===== config.mk =====
export PLATFORM = sky130hd
export DESIGN_NAME = cam_power_seq
export DESIGN_NICKNAME = d
export VERILOG_FILES = /design/src/rtl/cam_power_seq_pkg.sv /design/src/rtl/cam_power_seq_pwr_phase_timer.sv /design/src/rtl/cam_power_seq.sv
export SDC_FILE = /design/constraint.sdc
export NUM_CORES = 1
export LEC_CHECK = 0
export ABC_AREA = 1
export BUFFER_PORTS_ARGS = -buffer_cell sky130_fd_sc_hd__buf_2
export CELL_PAD_IN_SITES_DETAIL_PLACEMENT = 0
export CELL_PAD_IN_SITES_GLOBAL_PLACEMENT = 1
export CORE_MARGIN = 1.5
export CORE_UTILIZATION = 35
export DETAILED_ROUTE_END_ITERATION = 16
export PLACE_DENSITY = 0.77
export SYNTH_ARGS = -nofsm -noshare
export SYNTH_HDL_FRONTEND = slang
export SYNTH_SLANG_ARGS = --single-unit
export TNS_END_PERCENT = 30

===== constraint.sdc =====
create_clock -name sysclk -period 2.1 [get_ports sysclk]
set_input_delay 0.21 -clock sysclk [delete_from_list [all_inputs] [get_ports sysclk]]
set_output_delay 0.21 -clock sysclk [all_outputs]
set_load 0.02 [all_outputs]

===== src/rtl/cam_power_seq_pkg.sv =====
// ============================================================================
// Module : cam_pwr_pkg
// Brief  : State encoding and timing helpers for the camera power sequencer.
// Rev    : 1.0  initial release
// ============================================================================
`default_nettype none

package cam_pwr_pkg;

    typedef enum logic [2:0] {
        ST_OFF       = 3'd0,
        ST_PWDN_WAIT = 3'd1,
        ST_RST_WAIT  = 3'd2,
        ST_SETTLE    = 3'd3,
        ST_READY     = 3'd4,
        ST_SHUTDOWN  = 3'd5
    } state_t;

    // A zero-length phase still occupies one cycle so every timed state is visible.
    function automatic int us_to_cycles(input int freq, input int us);
        int n;
        n = (freq / 1_000_000) * us;
        return (n < 1) ? 1 : n;
    endfunction

    function automatic logic is_timed(input state_t s);
        return (s == ST_PWDN_WAIT) || (s == ST_RST_WAIT) ||
               (s == ST_SETTLE)    || (s == ST_SHUTDOWN);
    endfunction

endpackage

`default_nettype wire


===== src/rtl/cam_power_seq_pwr_phase_timer.sv =====
// ============================================================================
// Module : pwr_phase_timer
// Brief  : Phase up-counter with clear, enable and terminal-count flag.
// Rev    : 1.0  initial release
// ============================================================================
`default_nettype none

module pwr_phase_timer #(
    parameter int CW = 8
) (
    input  logic          sysclk,
    input  logic          rst_n,
    input  logic          clr_i,
    input  logic          en_i,
    input  logic [CW-1:0] limit_i,
    output logic          tc_o
);

    logic [CW-1:0] cnt_q;
    logic [CW-1:0] cnt_d;

    always_comb begin
        cnt_d = cnt_q;
        if (clr_i)
            cnt_d = '0;
        else if (en_i)
            cnt_d = cnt_q + 1'b1;
    end

    always_ff @(posedge sysclk or negedge rst_n) begin
        if (!rst_n)
            cnt_q <= '0;
        else
            cnt_q <= cnt_d;
    end

    assign tc_o = (cnt_q == limit_i);

endmodule

`default_nettype wire


===== src/rtl/cam_power_seq.sv =====
// ============================================================================
// Module : cam_power_seq
// Brief  : Timed PWDN/RESET power-up and power-down sequencer for CMOS sensors.
// Rev    : 1.0  initial release
// ============================================================================
`default_nettype none

module cam_power_seq
    import cam_pwr_pkg::*;
#(
    parameter int   CLK_FREQ_HZ = 50_000_000,
    parameter int   T_PWDN_US   = 5000,
    parameter int   T_RESET_US  = 2000,
    parameter int   T_SETTLE_US = 21000,
    parameter int   T_OFF_US    = 1000,
    parameter logic PWDN_ACTIVE = 1'b1
) (
    input  logic       sysclk,
    input  logic       rst_n,
    input  logic       pwr_req,
    input  logic       restart,
    output logic       coms_pwdn,
    output logic       coms_reset,
    output logic       done,
    output logic       busy,
    output logic [2:0] state
);

    localparam int N_PWDN   = us_to_cycles(CLK_FREQ_HZ, T_PWDN_US);
    localparam int N_RESET  = us_to_cycles(CLK_FREQ_HZ, T_RESET_US);
    localparam int N_SETTLE = us_to_cycles(CLK_FREQ_HZ, T_SETTLE_US);
    localparam int N_OFF    = us_to_cycles(CLK_FREQ_HZ, T_OFF_US);
    localparam int N_MAX_A  = (N_PWDN > N_RESET) ? N_PWDN : N_RESET;
    localparam int N_MAX_B  = (N_SETTLE > N_OFF) ? N_SETTLE : N_OFF;
    localparam int N_MAX    = (N_MAX_A > N_MAX_B) ? N_MAX_A : N_MAX_B;
    localparam int CW       = $clog2(N_MAX) + 1;

    localparam logic [CW-1:0] LIM_PWDN   = CW'(N_PWDN - 1);
    localparam logic [CW-1:0] LIM_RESET  = CW'(N_RESET - 1);
    localparam logic [CW-1:0] LIM_SETTLE = CW'(N_SETTLE - 1);
    localparam logic [CW-1:0] LIM_OFF    = CW'(N_OFF - 1);

    state_t        state_q;
    state_t        state_d;
    logic          pending_q;
    logic          pending_d;
    logic [CW-1:0] limit;
    logic          tmr_tc;

    always_comb begin
        limit = '0;
        case (state_q)
            ST_PWDN_WAIT: limit = LIM_PWDN;
            ST_RST_WAIT:  limit = LIM_RESET;
            ST_SETTLE:    limit = LIM_SETTLE;
            ST_SHUTDOWN:  limit = LIM_OFF;
            default:      limit = '0;
        endcase
    end

    pwr_phase_timer #(
        .CW (CW)
    ) u_timer (
        .sysclk  (sysclk),
        .rst_n   (rst_n),
        .clr_i   (state_d != state_q),
        .en_i    (is_timed(state_q)),
        .limit_i (limit),
        .tc_o    (tmr_tc)
    );

    // Once the sensor is out of power-down it must always leave via SHUTDOWN.
    always_comb begin
        state_d   = state_q;
        pending_d = pending_q;
        if (restart)
            pending_d = 1'b1;
        else if (state_q == ST_OFF)
            pending_d = 1'b0;

        case (state_q)
            ST_OFF:
                if (pwr_req && !pending_q && !restart)
                    state_d = ST_PWDN_WAIT;
            ST_PWDN_WAIT:
                if (!pwr_req || restart) state_d = ST_OFF;
                else if (tmr_tc)         state_d = ST_RST_WAIT;
            ST_RST_WAIT:
                if (!pwr_req || restart) state_d = ST_SHUTDOWN;
                else if (tmr_tc)         state_d = ST_SETTLE;
            ST_SETTLE:
                if (!pwr_req || restart) state_d = ST_SHUTDOWN;
                else if (tmr_tc)         state_d = ST_READY;
            ST_READY:
                if (!pwr_req || restart) state_d = ST_SHUTDOWN;
            ST_SHUTDOWN:
                if (tmr_tc) state_d = ST_OFF;
            default:
                state_d = ST_OFF;
        endcase
    end

    always_ff @(posedge sysclk or negedge rst_n) begin
        if (!rst_n) begin
            state_q    <= ST_OFF;
            pending_q  <= 1'b0;
            coms_pwdn  <= PWDN_ACTIVE;
            coms_reset <= 1'b0;
            done       <= 1'b0;
            busy       <= 1'b0;
        end else begin
            state_q    <= state_d;
            pending_q  <= pending_d;
            coms_pwdn  <= ((state_d == ST_OFF) || (state_d == ST_PWDN_WAIT))
                          ? PWDN_ACTIVE : ~PWDN_ACTIVE;
            coms_reset <= (state_d == ST_SETTLE) || (state_d == ST_READY);
            done       <= (state_d == ST_READY);
            busy       <= is_timed(state_d);
        end
    end

    assign state = state_q;

endmodule

`default_nettype wire


* Word-level counts from Yosys, hierarchy flattened
Cells that the tools add are included.
** Storage, ports and cells
- Register bits :: 30
- Input bits :: 4
- Logic and storage cells :: 54
** Operators by class
- Add/sub/neg operators :: 1
- Equality and inequality tests :: 12
- Multiplexer cells :: 16
- Reductions and logical operators :: 18
** Operators with widths (count)
- $pmux W21 S4 :: 1
- $mux W22 :: 2
- $mux W3 :: 9
- $add A22 B1 Y22 const B :: 1
- $eq A22 B21 Y1 :: 1
- $pmux W3 S6 :: 1
- $eq A3 B2 Y1 const B :: 4
- $eq A3 B3 Y1 const B :: 4
- $logic_or A1 B1 Y1 :: 9
- $eq A3 B1 Y1 const B :: 2
- $logic_not A3 Y1 :: 2
- $reduce_bool A2 Y1 :: 2
- $logic_not A1 Y1 :: 3
- $mux W1 :: 3
- $ne A3 B3 Y1 :: 1
- $logic_and A1 B1 Y1 :: 2

* Logic depth before layout (Yosys ltp)
- Depth in word-level cells :: 10
- Gate-level depth with buffers :: 19
- Depth with buffers taken out :: 18

* Modules after synthesis
Synthesis repeated with hierarchy kept, for this count alone.
** Second synthesis, totals
- Cells, all modules :: 345
- Area, all modules :: 2243.4 um^2
** Modules (own cells, without submodules)
- pwr_phase_timer :: times used 1, cells an instance 267, area each 1699.1 um^2
- cam_power_seq :: times used 1, cells an instance 78, area each 544.3 um^2

* Least setup slack after synthesis
No wires, ideal clock.
- Kind :: register to register
- Start :: reg state_q[0] (netlist: state[0])
- End :: reg u_timer.cnt_q[1]
- Library setup time :: 120 ps
- Arrival time :: 1946 ps
- Data required time :: 1980 ps
- Slack :: 34 ps
- Cell stages (with the launch flop) :: 16
- Period minus slack after synthesis :: 2066 ps
- Path through :: dfrtp_1 -> buf_2 -> inv_1 -> nand2_1 -> nand2_1 -> nand2_1 -> nand4_1 -> nor2_1 -> nand3_2 -> nand2_1 -> nand2_1 -> nor2_1 -> o21ai_0 -> nand2_2 -> buf_6 -> nor2_1
** On the way
- Cells in the longest elaborated chain, start to end :: 8
- Elaborated cells on any way between the ends :: 24
- Classes of those cells :: 7 x eq/ne; 12 x mux; 5 x reduce/logical
** Ends and longest elaborated chain
- from (decl) :: RTL line cam_power_seq.sv:43 : state_t state_q;
- from (signal assigned) :: RTL line cam_power_seq.sv:112 : state_q <= state_d;
- $eq A3 B3 Y1, or another cell as far along :: RTL line cam_power_seq_pkg.sv:28, cam_power_seq.sv:52, cam_power_seq.sv:81
- $pmux W21 S4 :: RTL line cam_power_seq.sv:52 : case (state_q)
- $eq A22 B21 Y1 :: RTL line cam_power_seq_pwr_phase_timer.sv:37 : assign tc_o = (cnt_q == limit_i);
- $mux W3, on equally long branches :: RTL line cam_power_seq.sv:93, cam_power_seq.sv:87, cam_power_seq.sv:90
- $mux W3, on equally long branches :: RTL line cam_power_seq.sv:92, cam_power_seq.sv:86, cam_power_seq.sv:89
- $pmux W3 S6 :: RTL line cam_power_seq.sv:81 : case (state_q)
- $ne A3 B3 Y1 :: RTL line cam_power_seq.sv:66 : .clr_i (state_d != state_q),
- $mux W22 / $reduce_bool A2 Y1 (equally long branches)
- to (signal assigned) :: RTL line cam_power_seq_pwr_phase_timer.sv:34 : cnt_q <= cnt_d;
- to (decl) :: RTL line cam_power_seq_pwr_phase_timer.sv:19 : logic [CW-1:0] cnt_q;
Several ways; a longest one is shown, not always the timed one.
A chain may end at the register's enable or synchronous reset.

* Worst setup path after layout
- Start :: reg state_q[1] (netlist: state[1])
- End :: reg u_timer.cnt_q[20]
The elaborated chain is that of the path after synthesis.

==> results.yml <==
critical_path:
  ff2ff_path_depth: 16
  regToRegStartpoint: "state[1]"
  critPathCaptureType: "flip-flop"
  cp-start-kind: "flip-flop"
  cp_max_fo: 8
  arrival_ps: 2290
  worstSetupPathType: "reg -> reg"
  r2r-end: "u_timer.cnt_q[20]"
  r2r_slack_ps: -20
  worstPathRequired_ps: 2280
die:
  initial_core_util_pct: 36.0
  die_h_um: 75.3
  io_pins: 11
  rows: 26
  die-width_um: 75.3
  die_area_mm2: 0.00567
  coreArea_mm2: 0.00507
placed_design:
  place_congestion: 0.860
  hpwl_mm: 3.16
  port_buffers: 10
  placed_area_mm2: 0.00209
cells_and_area:
  syn_to_final_growth_pct: 31.1
  num-fill-cells: 538
  stdcell_area_mm2: 0.00240
  regArea_um2: 754
  diodes: 0
  multi_input_area_mm2: 0.00102
  nNetsFinal: 297
  drive_gt1_share_pct: 31.1
synth:
  yosys-top-cells-count: "nand2_1 (62), nor2_1 (42), dfrtp_1 (29), inv_1 (28), nand3_1 (16)"
  async_reset_ff_share_pct: 100
  syn-cell-area_mm2: 0.00183
  synthTopCellsByArea: "dfrtp_1 (40%), nand2_1 (13%), nor2_1 (8.6%)"
  synth_fa_ha_area_share_pct: 0.684
  yosysTopAreaCell: "dfrtp_1"
  synth.distinct_cells: 28
  avgSynthCellArea_um2: 7.34
  ys_seq_area_share_pct: 41.1
  synth.most_common_cell: "nand2_1"
  synth_top_family_by_area: "simple AND/OR/NAND/NOR gates"
  synth_nets: 254
  synth_edf_count: 0
  synth-seq-cells: 30
  yosys.area_share.simple_pct: 37.2
  ys_warn_count: 0
  synthFlopType: "dfrtp_1"
  synthCells: 249
  synthXorXnorAreaFrac_pct: 7.67
  yosysTopAreaCellShare_pct: 39.7
  synth_compound_area_share_pct: 5.13
  synth_mux_area_share_pct: 0.548
sta:
  tns_ps: -76.7
  period_share_pct: 101
  setup_ws_ps: -15.7
  rsz0062_at_grt: "true"
  fin_crit_ps: 2120
  finalSetupViolations: 7
  drv_slew: 0
  max_slew_margin_pct: 54.0
  fin_worst_skew_ps: 4.97
  fmax_mhz: 473
  tightest_slew_ps: 690
  hold_viol: 0
clock_tree:
  clkSlewWorstSetupHoldPaths_ps: 70
  cts_root_buf: "clkbuf_8"
  insertion_delay_ps: 280
  h-tree-depth: 2
  cts_buffer_depth: 2
  numCtsBuffers: 5
  tritoncts: "done"
  cts.sink_count: 30
worst_hold_path:
  min_path_type: "in -> reg"
  whs_endpoint: "pending_q"
  worstHoldStart: "restart"
  whs_path_depth: 3
pwr:
  comb_power_share_pct: 49.5
  internal_power_uw: 1560
  peakVddDrop_v: 0.000428
  swShare_pct: 38.7
  p_leak_uw: 0.00117
  power.switching_uw: 981
  power_density_mw_per_mm2: 1060
  seqPwrFrac_pct: 28.0
  clock_power_share_pct: 22.6
global_routing:
  gr-total-overflow: 0
  grt_max_degree: 31
  grt_pass1_wl_mm: 7.44
  grt_pass1_vias: 1557
  grtUsageTotal_pct: 17.9
  antenna_found_initial: 0
status:
  outcome: "finished, violations left"
  violations: "setup timing"
drt:
  route.detailed.drc: 0
  detail_route.wl_per_cell_um: 12.2
  drt_iter0_markers: 76
  wl_mm: 4.44
  drtAntennaViolNets: 0
  dr.pass1.iters: 4
  viasPerCell: 4.61
  vias: 1672
run:
  drv_cap: 0
## through the flow
stage / utilization, % / worst slack (ps) / hold slack, ps / total power (µW) / instances
floorplan: - / 33.9 / -85.6 / 1370 / 249
global placement: 41.1 / -178 / 291 / 1710 / 344
detailed placement: 41.1 / -126 / 294 / 1710 / 344
CTS: 44.0 / 11.3 / 131 / 2330 / 354
global route: 47.2 / -200 / 180 / 2730 / 363
finish: 47.2 / -15.7 / 140 / 2540 / 363
## worst max-delay path by stage
stage,startpoint,end,slack [ps],depth (start not counted)
final,state[1],u_timer.cnt_q[20],-20,16
after global routing,state[2],u_timer.cnt_q[20],-200,17
after floorplan,state[0],u_timer.cnt_q[1],30,15
after global placement,state[2],u_timer.cnt_q[1],-180,15
after CTS,state[1],u_timer.cnt_q[15],10,16
after detailed placement,state[2],u_timer.cnt_q[15],-130,15
## worst max-delay path, cell delays in order (launching register included)
cell	delay, ps
dfrtp_1	410
buf_6	160
nand2_4	100
nand2_4	80
nand2_1	70
nand2_1	50
nor2_1	100
nand2_1	70
nor2_2	120
nand3_2	130
nand2_1	90
nand2_1	70
nor2_2	170
o21ai_2	80
nand2_4	100
clkbuf_16	160
nor2_1	40
## state kept, by name, indices dropped and copies added (netlist names)
register	flops
done	1
state	3
u_timer.cnt_q	22
coms_reset	1
busy	1
coms_pwdn	1
pending_q	1
## timing repair
item	in CTS	in global routing
hold buffers	1	0
endpoints found under the hold margin	29	0
gates resized for setup	7	25
endpoints found under the setup margin	24	27
pin swaps	0	8
cloned	0	1
setup buffers	1	8
## final cells by class
class	instances	share of cell area [%]
inverters	30	4.91
repair buffers	39	13.0
multi-input cells	186	42.4
clock inverters	3	1.67
well taps	70	3.66
clock buffers	5	2.87
flip-flops and latches	30	31.5
## power by group through the flow
stage                     combinational [µW]  sequential [µW]  clock, µW
final                                   1250              709        573
after global routing                    1390              722        610
after CTS                               1030              702        594
after detailed placement                 997              709          0
after global placement                   998              709          0
after floorplan                          623              746          0
## kinds of logic after synthesis
| family | after synthesis |
|---|---|
| buffers and inverters | 33 |
| multiplexers | 1 |
| adder cells (fa/ha/maj) | 1 |
| flip-flops | 30 |
| XOR/XNOR | 16 |
| AO/OA/AOI/OAI | 18 |
| AND/OR/NAND/NOR | 150 |
## layout by cell type, fill, tap and decap left out, drive strengths merged, types with 6 or more instances in the layout
cell	Yosys	routed
nand2	70	70
nor2	51	51
buf	3	37
inv	30	30
dfrtp	29	29
nand3	17	17
xor2	13	13
o21ai	12	12
nand4	6	6
clkbuf	0	6
## routing by layer
layer	vias up	global-route usage (%)	share of wire, %
met2	22	26.3	47
met4	0	7.94	2.1
met5	-	0	0
met1	773	25.2	48
met3	9	4.15	2.7
li1	868	-	-
Note: power is estimated with default switching activity, not from simulation.
